[src/rtl/mips_multicycle_control.sv]
// Multi-cycle MIPS controller: sequences fetch/decode/execute/memory/writeback
// over one shared memory port with a ready handshake, wait timeout and sticky fault.
module mips_multicycle_control #(
   parameter int unsigned MEM_TIMEOUT = 15,
   parameter logic [2:0]  ALUOP_ADD   = 3'd2,
   parameter logic [2:0]  ALUOP_SUB   = 3'd3
) (
   input  logic       clk,
   input  logic       reset,
   input  logic [5:0] opcode,
   input  logic [5:0] funct,
   input  logic       zero,
   input  logic       mem_ready,
   output logic       PCWrite,
   output logic [1:0] PCSrc,
   output logic       IRWrite,
   output logic       IorD,
   output logic       MemRead,
   output logic       MemWrite,
   output logic       RegWrite,
   output logic [1:0] RegDst,
   output logic [1:0] WBSel,
   output logic       ALUSrcA,
   output logic [1:0] ALUSrcB,
   output logic [2:0] ALUOp,
   output logic       inst_done,
   output logic       fault,
   output logic [1:0] fault_cause,
   output logic [3:0] state
);

   typedef enum logic [3:0] {
      S_FETCH    = 4'd0,
      S_DECODE   = 4'd1,
      S_EXEC_R   = 4'd2,
      S_EXEC_I   = 4'd3,
      S_MEM_ADDR = 4'd4,
      S_MEM_LD   = 4'd5,
      S_MEM_ST   = 4'd6,
      S_WB_ALU   = 4'd7,
      S_WB_MEM   = 4'd8,
      S_BRANCH   = 4'd9,
      S_JUMP_REG = 4'd10,
      S_FAULT    = 4'd15
   } state_t;

   localparam logic [7:0] WAIT_LAST = 8'(MEM_TIMEOUT - 1);

   state_t     cur, nxt;
   logic [7:0] wait_cnt;
   logic [1:0] cause_q, cause_d;
   logic       r_alu_ok;
   logic [2:0] r_aluop;
   logic       timed_out;
   logic       in_wait;

   assign state       = cur;
   assign fault       = (cur == S_FAULT);
   assign fault_cause = cause_q;
   assign timed_out   = (wait_cnt == WAIT_LAST) && !mem_ready;
   assign in_wait     = (cur == S_FETCH) || (cur == S_MEM_LD) || (cur == S_MEM_ST);

   // R-type funct decode: legality and ALU operation
   always_comb begin
      r_alu_ok = 1'b1;
      r_aluop  = ALUOP_ADD;
      case (funct)
         6'h20:   r_aluop = ALUOP_ADD;
         6'h22:   r_aluop = ALUOP_SUB;
         6'h24:   r_aluop = 3'd4;
         6'h25:   r_aluop = 3'd5;
         6'h26:   r_aluop = 3'd7;
         6'h27:   r_aluop = 3'd6;
         default: r_alu_ok = 1'b0;
      endcase
   end

   // Next-state, fault cause and control outputs
   always_comb begin
      nxt       = cur;
      cause_d   = cause_q;
      PCWrite   = 1'b0;
      PCSrc     = 2'd0;
      IRWrite   = 1'b0;
      IorD      = 1'b0;
      MemRead   = 1'b0;
      MemWrite  = 1'b0;
      RegWrite  = 1'b0;
      RegDst    = 2'd0;
      WBSel     = 2'd0;
      ALUSrcA   = 1'b0;
      ALUSrcB   = 2'd0;
      ALUOp     = ALUOP_ADD;
      inst_done = 1'b0;
      unique case (cur)
         S_FETCH: begin
            MemRead = 1'b1;
            ALUSrcB = 2'd1;
            if (mem_ready) begin
               IRWrite = 1'b1;
               PCWrite = 1'b1;
               nxt     = S_DECODE;
            end else if (timed_out) begin
               nxt     = S_FAULT;
               cause_d = 2'd2;
            end
         end
         S_DECODE: begin
            ALUSrcB = 2'd3;
            if (opcode == 6'h00) begin
               if (r_alu_ok)                            nxt = S_EXEC_R;
               else if (funct == 6'h08 || funct == 6'h09) nxt = S_JUMP_REG;
               else begin
                  nxt     = S_FAULT;
                  cause_d = 2'd1;
               end
            end else begin
               case (opcode)
                  6'h08:        nxt = S_EXEC_I;
                  6'h23, 6'h2b: nxt = S_MEM_ADDR;
                  6'h04, 6'h05: nxt = S_BRANCH;
                  default: begin
                     nxt     = S_FAULT;
                     cause_d = 2'd1;
                  end
               endcase
            end
         end
         S_EXEC_R: begin
            ALUSrcA = 1'b1;
            ALUSrcB = 2'd0;
            ALUOp   = r_aluop;
            nxt     = S_WB_ALU;
         end
         S_EXEC_I: begin
            ALUSrcA = 1'b1;
            ALUSrcB = 2'd2;
            nxt     = S_WB_ALU;
         end
         S_WB_ALU: begin
            // IR is stable through writeback, so the opcode identifies the source path
            RegWrite  = 1'b1;
            RegDst    = (opcode == 6'h00) ? 2'd1 : 2'd0;
            inst_done = 1'b1;
            nxt       = S_FETCH;
         end
         S_MEM_ADDR: begin
            ALUSrcA = 1'b1;
            ALUSrcB = 2'd2;
            nxt     = (opcode == 6'h23) ? S_MEM_LD : S_MEM_ST;
         end
         S_MEM_LD: begin
            MemRead = 1'b1;
            IorD    = 1'b1;
            if (mem_ready) nxt = S_WB_MEM;
            else if (timed_out) begin
               nxt     = S_FAULT;
               cause_d = 2'd2;
            end
         end
         S_WB_MEM: begin
            RegWrite  = 1'b1;
            WBSel     = 2'd1;
            inst_done = 1'b1;
            nxt       = S_FETCH;
         end
         S_MEM_ST: begin
            MemWrite = 1'b1;
            IorD     = 1'b1;
            if (mem_ready) begin
               inst_done = 1'b1;
               nxt       = S_FETCH;
            end else if (timed_out) begin
               nxt     = S_FAULT;
               cause_d = 2'd2;
            end
         end
         S_BRANCH: begin
            ALUSrcA   = 1'b1;
            ALUSrcB   = 2'd0;
            ALUOp     = ALUOP_SUB;
            PCSrc     = 2'd1;
            PCWrite   = ((opcode == 6'h04) && zero) || ((opcode == 6'h05) && !zero);
            inst_done = 1'b1;
            nxt       = S_FETCH;
         end
         S_JUMP_REG: begin
            PCWrite   = 1'b1;
            PCSrc     = 2'd2;
            inst_done = 1'b1;
            if (funct == 6'h09) begin
               RegWrite = 1'b1;
               RegDst   = 2'd2;
               WBSel    = 2'd2;
            end
            nxt = S_FETCH;
         end
         S_FAULT: nxt = S_FAULT;
         default: nxt = S_FETCH;
      endcase
      if (reset) begin
         PCWrite   = 1'b0;
         IRWrite   = 1'b0;
         MemRead   = 1'b0;
         MemWrite  = 1'b0;
         RegWrite  = 1'b0;
         inst_done = 1'b0;
         nxt       = S_FETCH;
         cause_d   = '0;
      end
   end

   // State and fault cause registers
   always_ff @(posedge clk) begin
      cur     <= nxt;
      cause_q <= cause_d;
   end

   // Memory wait counter: cleared on any state change, counts stalled cycles in wait states
   always_ff @(posedge clk) begin
      if (reset)                       wait_cnt <= '0;
      else if (nxt != cur)             wait_cnt <= '0;
      else if (in_wait && !mem_ready)  wait_cnt <= wait_cnt + 8'd1;
   end

endmodule

[config.mk]
export PLATFORM = sky130hd
export DESIGN_NAME = mips_multicycle_control
export DESIGN_NICKNAME = d
export VERILOG_FILES = /design/src/rtl/mips_multicycle_control.sv
export SDC_FILE = /design/constraint.sdc
export NUM_CORES = 1
export LEC_CHECK = 0
export BUFFER_PORTS_ARGS = -buffer_cell sky130_fd_sc_hd__buf_2
export CAP_MARGIN = 5
export CORE_ASPECT_RATIO = 1.25
export CORE_MARGIN = 8
export CORE_UTILIZATION = 30
export DETAILED_ROUTE_END_ITERATION = 7
export PLACE_DENSITY_LB_ADDON = 0.1
export SKIP_LAST_GASP = 1
export SLEW_MARGIN = 30
export SYNTH_ARGS = -nofsm -noshare
export SYNTH_HDL_FRONTEND = slang
export SYNTH_SLANG_ARGS = --single-unit
[constraint.sdc]
create_clock -name clk -period 6.05 [get_ports clk]
set_input_delay 1.21 -clock clk [delete_from_list [all_inputs] [get_ports clk]]
set_output_delay 1.21 -clock clk [all_outputs]
set_load 0.01 [all_outputs]
# Yosys cells after proc, flatten, opt, wreduce, memory -nomap -nowiden

Index checks and enable logic that the tools add are counted.

Register bits after elaboration: 14
Output and inout port bits: 26
Input port bits: 16
Logic and storage cells: 105

Add/subtract/negate cells: 1
Reductions and logical operators: 27
Mux-type cells: 43
Equal/unequal tests: 31

Operators with widths:

| operator                                                              | count |
|---|---|
| 6-bit equality test, second input constant                            | 8 |
| 4-bit 2-to-1 mux                                                      | 7 |
| 4-bit case mux with 7 select lines                                    | 1 |
| 6-bit by 4-bit equality test with 1-bit output, second input constant | 3 |
| 4-bit by 3-bit equality test with 1-bit output, second input constant | 4 |
| 4-bit equality test, second input constant                            | 4 |
| 2-bit 2-to-1 mux                                                      | 8 |
| 2-bit case mux with 2 select lines                                    | 4 |
| 2-bit OR reduction                                                    | 8 |
| 1-bit 2-to-1 mux                                                      | 15 |
| 3-bit case mux with 5 select lines                                    | 1 |
| 6-bit by 3-bit equality test with 1-bit output, second input constant | 2 |
| 4-bit case mux with 3 select lines                                    | 1 |
| 3-bit inequality test, second input constant                          | 3 |
| 8-bit by 1-bit adder with 8-bit output, second input constant         | 1 |
| 4-bit by 2-bit equality test with 1-bit output, second input constant | 2 |
| 8-bit by 4-bit equality test with 1-bit output, second input constant | 1 |
| 4-bit OR reduction                                                    | 2 |
| 6-bit logical NOT                                                     | 1 |
| 2-bit case mux with 3 select lines                                    | 1 |
| 3-bit case mux with 2 select lines                                    | 1 |
| 6-bit AND reduction                                                   | 1 |
| 6-bit OR reduction                                                    | 1 |
| 5-bit OR reduction                                                    | 1 |
| 13 further kinds                                                      | 21 |

# Longest topological paths before layout

Gate-level depths: netlist of run 1.

Depth after elaboration: 9
Gate-level depth with buffers: 9
Mapped depth without buffers: 9

# Least setup slack after synthesis of run 1

OpenSTA, ideal clock, no wires.

Path type: input port to output port
Start point: input funct[5]
End point: output RegWrite
Setup slack: 2.773 ns
Data required time: 4.840 ns
Path buffers: 0
Stages on the path: 3
Arrival time: 2.067 ns
Cells stage by stage: nor4b_1 and4b_1 o31a_1

Word-level cells in the longest chain between the ends: 4

Ends and longest elaborated chain:

| element                                        | line | RTL |
|---|---|---|
| start: declaration                             | 11   | `input logic [5:0] funct,` |
| 6-bit by 4-bit equality test with 1-bit output | 191  | `if (funct == 6'h09) begin` |
| 1-bit 2-to-1 mux                               | 191  |  |
| 1-bit case mux with 2 select lines             | 95   | `unique case (cur)` |
| 1-bit 2-to-1 mux                               | 201  | `if (reset) begin` |
| end: declaration                               | 20   | `output logic RegWrite,` |

No other way between the ends.

# Worst setup path in the final report of run 1

Start point: input funct[1]
End point: output RegWrite

Same word-level chain as after synthesis.

==> results of run 1 <==
-- logic make-up (layout without fill, tap and decap cells) --
| logic type | count (synthesis) | count (layout) | share of synthesized area |
|---|---|---|---|
| buffers and inverters | 16 | 50 | 0.0492 |
| AOI/OAI and AO/OA | 45 | 45 | 0.240 |
| DFF | 14 | 14 | 0.208 |
| muxes | 2 | 2 | 0.0148 |
| adders and majority gates | 2 | 2 | 0.0185 |
| xor gates and xnor gates | 12 | 12 | 0.0835 |
| and+or+nand+nor | 87 | 87 | 0.386 |
-- registers in the layout, summed over array words and instances (netlist names) --
register	cells
wait_cnt	8
state	4
fault_cause	2
-- cell usage after synthesis (2+ instances only) --
master / n
nor2_1: 28
dfxtp_1: 14
a21oi_1: 13
nor3_1: 9
o21ai_0: 7
xor2_1: 7
nand2_1: 6
nor2b_1: 6
and3_1: 5
inv_1: 5
nand2b_1: 5
nand3_1: 5
buf_2: 4
clkbuf_1: 4
xnor2_1: 4
nand4_1: 3
or4b_2: 3
a21o_1: 2
a31oi_1: 2
and4b_1: 2
buf_1: 2
ha_1: 2
mux2i_1: 2
nor4b_1: 2
o32a_1: 2
o41ai_1: 2
or3_1: 2
-- power groups by stage --
stage,Sequential [µW],Combinational [µW],Clock (µW)
after global routing,177,355,100
after global placement,170,322,0
after detailed placement,172,328,0
final,171,324,91.9
after CTS,170,329,97.0
after floorplan,128,265,0
-- layout make-up --
| class | instances | area share |
|---|---|---|
| Tap cell | 58 | 0.0439 |
| Timing Repair Buffer | 41 | 0.124 |
| Inverter | 5 | 0.0114 |
| Clock buffer | 4 | 0.0333 |
| Multi-Input combinational cell | 148 | 0.618 |
| Sequential cell | 14 | 0.170 |
-- worst max-delay path, delay by kind of cell --
kind | cells | cell delay (ns)
buffers and inverters | 2 | 0.24
AND/OR/NAND/NOR | 2 | 0.72
AO/OA/AOI/OAI | 1 | 0.11
-- per-layer routing --
layer  up-vias  share of wire  global-route usage
met1       682           0.42               0.129
met4         0          0.013              0.0443
li1        728              -                   -
met3         5          0.050              0.0266
met5         -              0                   0
met2        37           0.52               0.223
-- final timing paths --
| check | endpoint | cells after the start | slack, ns | startpoint |
|---|---|---|---|---|
| worst max-delay path | RegWrite | 5 | 2.56 | funct[1] |
| worst min-delay path | fault_cause[0] | 2 | 0.50 | fault_cause[0] |
| worst max register to register | wait_cnt[1] | 6 | 3.20 | state[0] |
| worst min register to register | fault_cause[0] | 2 | 0.50 | fault_cause[0] |
-- per-stage QoR --
| stage | hold WS (ns) | cell area [µm²] |
|---|---|---|
| 2_1_floorplan | 0.486 | 1350 |
| 6_report | 0.495 | 1650 |
| 3_5_place_dp | 0.496 | 1600 |
| 4_1_cts | 0.509 | 1650 |
| 5_1_grt | 0.539 | 1650 |
| 3_3_place_gp | 0.471 | 1590 |
==> impl_metrics.ini, run 1 <==
[yosys]
yosysSeqAreaShare = 0.208
yosysWarnings = 0
syn_area_per_cell_um2 = 7.58
synth_fp_nets = 196
synth_ff_type = dfxtp_1
syn_inst = 178
yosysUniqueCellTypes = 57
yosysTopAreaCellShare = 0.208
synth.area.top_cells = dfxtp_1, nor2_1, a21oi_1, xor2_1, nor3_1
synth_edf_count = 0
synthesis.area_mm2 = 0.00135
async_flop_share = 0
synth_area_leader_cell = dfxtp_1
synth_seq_cells = 14

[routing]
vias_per_cell = 5.38
num_vias = 1452
wl_per_cell_um = 15.7
drt_first_iter_violations = 86
finalWirelength_um = 4240
drt_first_pass_iters = 4
drc = 0
final_antenna_net_count = 0

[power_and_ir_drop]
internal_power_uw = 308
pwr-share-comb = 0.552
netSwitchingFraction = 0.475
clkPwrFrac = 0.157
seq_power_share = 0.291
fin_total_pwr_uw = 586
p_leak_uw = 0.000665
ir_worst_vdd_v = 0.000164
switchingPower_uw = 279
p_per_area_mw_per_mm2 = 355

[timing]
min_period_ns = 3.49
setup_viol = 0
tightestPinTransition_ns = 0.873
setup_ws_ns = 2.56
rsz0062_at_grt = no
maxSlewViolCount = 0
finalCritPeriodShare = 0.577
relSlewSlack = 0.417
clock_skew_ns = 0.00541
tns_ns = 0
fmax_ghz = 0.287
hold_viol = 0

[global_routing]
grt_pass1_wl_um = 6960
grt_use_total = 0.121
grt-ovfl-total = 0
antenna_found_initial = 0
grt_max_degree = 27
grt_pass1_vias = 1400

[cells_and_area]
diodes = 0
multiInputGateArea_mm2 = 0.00102
syn2layout_area_growth_pct = 22.5
final_cell_mix = buf_2, nor2_1, dfxtp_1, a21oi_1, nor3_1
final_cells = 270
final_util = 0.379
nets = 231
regArea_um2 = 280
layout_commonest_cell = buf_2
layout-drive-gt1-share = 0.288
nFillCells = 481

[worst_setup_path]
cp.arrival_ns = 2.28
path_cells = buf_2, nor4b_1, and4b_1, o31a_1, buf_2
cp_slowest_cell = nor4b_1
slowest_delay_ns = 0.44
end_kind = primary output
start_kind = input pin
worstPathRequired_ns = 4.84
critPathKind = input pin to primary output
cp_max_fo = 3
cp_common_cell = buf_2

[cts]
numCtsBuffers = 3
htree_levels = 1
clock_sinks = 14
tritoncts = built
postCtsHoldBufs = 0
clk_latency_ns = 0.25
path_clk_slew_ns = 0.05
clockBufferDepth = 2
cts_resized = 0
clockRootBuffer = clkbuf_8
cts_setup_buffers = 0

[placed_design]
port_buffers = 41
place_inst = 266
pre_cts_ws_ns = 2.55
post-dp-hpwl_um = 3350
gp_congestion = 0.833

[floorplan]
start_util = 0.310
die_area_mm2 = 0.00691
io_pins = 42
fp.dieW_um = 76.0
rows = 27
core-area_mm2 = 0.00436
die_y_um = 91.0

[run_status]
outcome = completed

[min_path]
min-delay-path-class = flop to flop

[job]
cap_viol_max_count = 0
Note: power is estimated with default switching activity, not from simulation.
==> run 2, diff against run 1 <==
==> constraint.sdc (replaced) <==
create_clock -name clk -period 3.5 [get_ports clk]
set_input_delay 0.7 -clock clk [delete_from_list [all_inputs] [get_ports clk]]
set_output_delay 0.7 -clock clk [all_outputs]
set_load 0.01 [all_outputs]
==> run 2 against run 1 <==
Net effect: critical path depth unchanged; count of clock-buffer cells in the layout is the same; register-to-register slack got worse by 2.3 ns; final cell count is 1.1% higher; critical endpoint is now PCWrite; die area unchanged.
==> impl_metrics.ini, run 2 (synthesized netlist as in run 1, its figures left out) <==
[run_status]
outcome = completed

[routing]
drc = 0
wl_per_cell_um = 15.7
drt_first_iter_violations = 60
drt_first_pass_iters = 4
final_antenna_net_count = 0
num_vias = 1468
finalWirelength_um = 4290
vias_per_cell = 5.38

[cells_and_area]
largest_reg_flops = 8
nets = 234
regArea_um2 = 280
syn2layout_area_growth_pct = 23.3
regMostFlops = wait_cnt
layout_commonest_cell = buf_2
final_util = 0.382
final_cell_mix = buf_2, nor2_1, dfxtp_1, a21oi_1, nor3_1
multiInputGateArea_mm2 = 0.00101
diodes = 0
nFillCells = 464
layout-drive-gt1-share = 0.298

[placed_design]
gp_congestion = 0.854
post-dp-hpwl_um = 3500
pre_cts_ws_ns = 0.696
port_buffers = 41

[global_routing]
grt-ovfl-total = 0
grt_pass1_vias = 1437
grt_max_degree = 26
grt_pass1_wl_um = 6920
antenna_found_initial = 0
grt_use_total = 0.118

[cts]
cts_resized = 0
clockRootBuffer = clkbuf_8
clock_sinks = 14
clockBufferDepth = 2
numCtsBuffers = 3
htree_levels = 1
cts_setup_buffers = 0
path_clk_slew_ns = 0.06
tritoncts = built
clk_latency_ns = 0.24
postCtsHoldBufs = 0

[timing]
relSlewSlack = 0.472
fin_hold_ws_ns = 0.479
fmax_ghz = 0.356
finalCritPeriodShare = 0.803
tns_ns = 0
setup_ws_ns = 0.690
min_period_ns = 2.81
setup_viol = 0
hold_viol = 0
maxSlewViolCount = 0
rsz0062_at_grt = no
clock_skew_ns = 0.00198
tightestPinTransition_ns = 0.791

[floorplan]
die_y_um = 91.0
start_util = 0.310
fp.dieW_um = 76.0
io_pins = 42
die_area_mm2 = 0.00691
rows = 27
core-area_mm2 = 0.00436

[worst_setup_path]
start_kind = flop
worstPathRequired_ns = 2.80
startpoint = state[0]
path_cells = nor2b_1, nor2b_1, a41oi_1, nor2_1, buf_2
r2r_end = wait_cnt[1]
r2r_slack_ns = 0.89
cp_max_fo = 23
critPathKind = flop to primary output
reg2reg_from = state[0]
end_kind = primary output
cp_slowest_cell = dfxtp_1
cp_common_cell = nor2b_1
crit_end = PCWrite
cp.arrival_ns = 2.11
r2r_cells = 7
slowest_delay_ns = 0.83

[min_path]
min-delay-path-class = flop to flop

[power_and_ir_drop]
p_leak_uw = 0.000679
ir_worst_vdd_v = 0.000302
p_per_area_mw_per_mm2 = 611

[job]
cap_viol_max_count = 0
[run 2: final cells by class]
class                           instances  share of cell area
Multi-Input combinational cell        148               0.606
Sequential cell                        14               0.169
Timing Repair Buffer                   44               0.137
Tap cell                               58              0.0436
Clock buffer                            4              0.0331
Inverter                                5              0.0113
[run 2: metal layers]
| metal | share of wire | wire length (µm) | GRT usage |
|---|---|---|---|
| met5 | 0 | 0 | 0 |
| met4 | 0.016 | 68 | 0.0508 |
| met3 | 0.058 | 247 | 0.0286 |
| met2 | 0.53 | 2270 | 0.226 |
| met1 | 0.40 | 1710 | 0.117 |
[run 2: worst min path at each step]
| stage | cells after the start | slack [ns] | start | endpoint |
|---|---|---|---|---|
| after floorplan | 2 | 0.49 | wait_cnt[5] | wait_cnt[5] |
| after global placement | 2 | 0.46 | fault_cause[0] | fault_cause[0] |
| after detailed placement | 2 | 0.47 | fault_cause[0] | fault_cause[0] |
| after CTS | 2 | 0.48 | fault_cause[0] | fault_cause[0] |
| after global routing | 2 | 0.55 | fault_cause[1] | fault_cause[1] |
| final | 2 | 0.48 | fault_cause[0] | fault_cause[0] |
[run 2: per-stage QoR]
step                      total power (µW)  instances  instance area (µm²)
after floorplan                        680        178                 1350
after global placement                 866        269                 1610
after detailed placement               870        269                 1610
after CTS                             1030        273                 1660
after global routing                  1090        273                 1660
final                                 1020        273                 1660
[run 2: worst max-delay path, delay by kind of cell, from the launching register on]
kind | cells | cell delay [ns]
AOI/OAI and AO/OA | 1 | 0.14
and+or+nand+nor | 3 | 0.76
DFF | 1 | 0.83
buffers and inverters | 1 | 0.14
[run 2: report_power, final]
group / switching [µW] / total, µW / internal [µW] / leakage, µW
Combinational: 339 / 593 / 254 / 0.000536
Sequential: 82.0 / 268 / 186 / 0.000114
Clock: 56.3 / 156 / 99.5 / 0.0000288
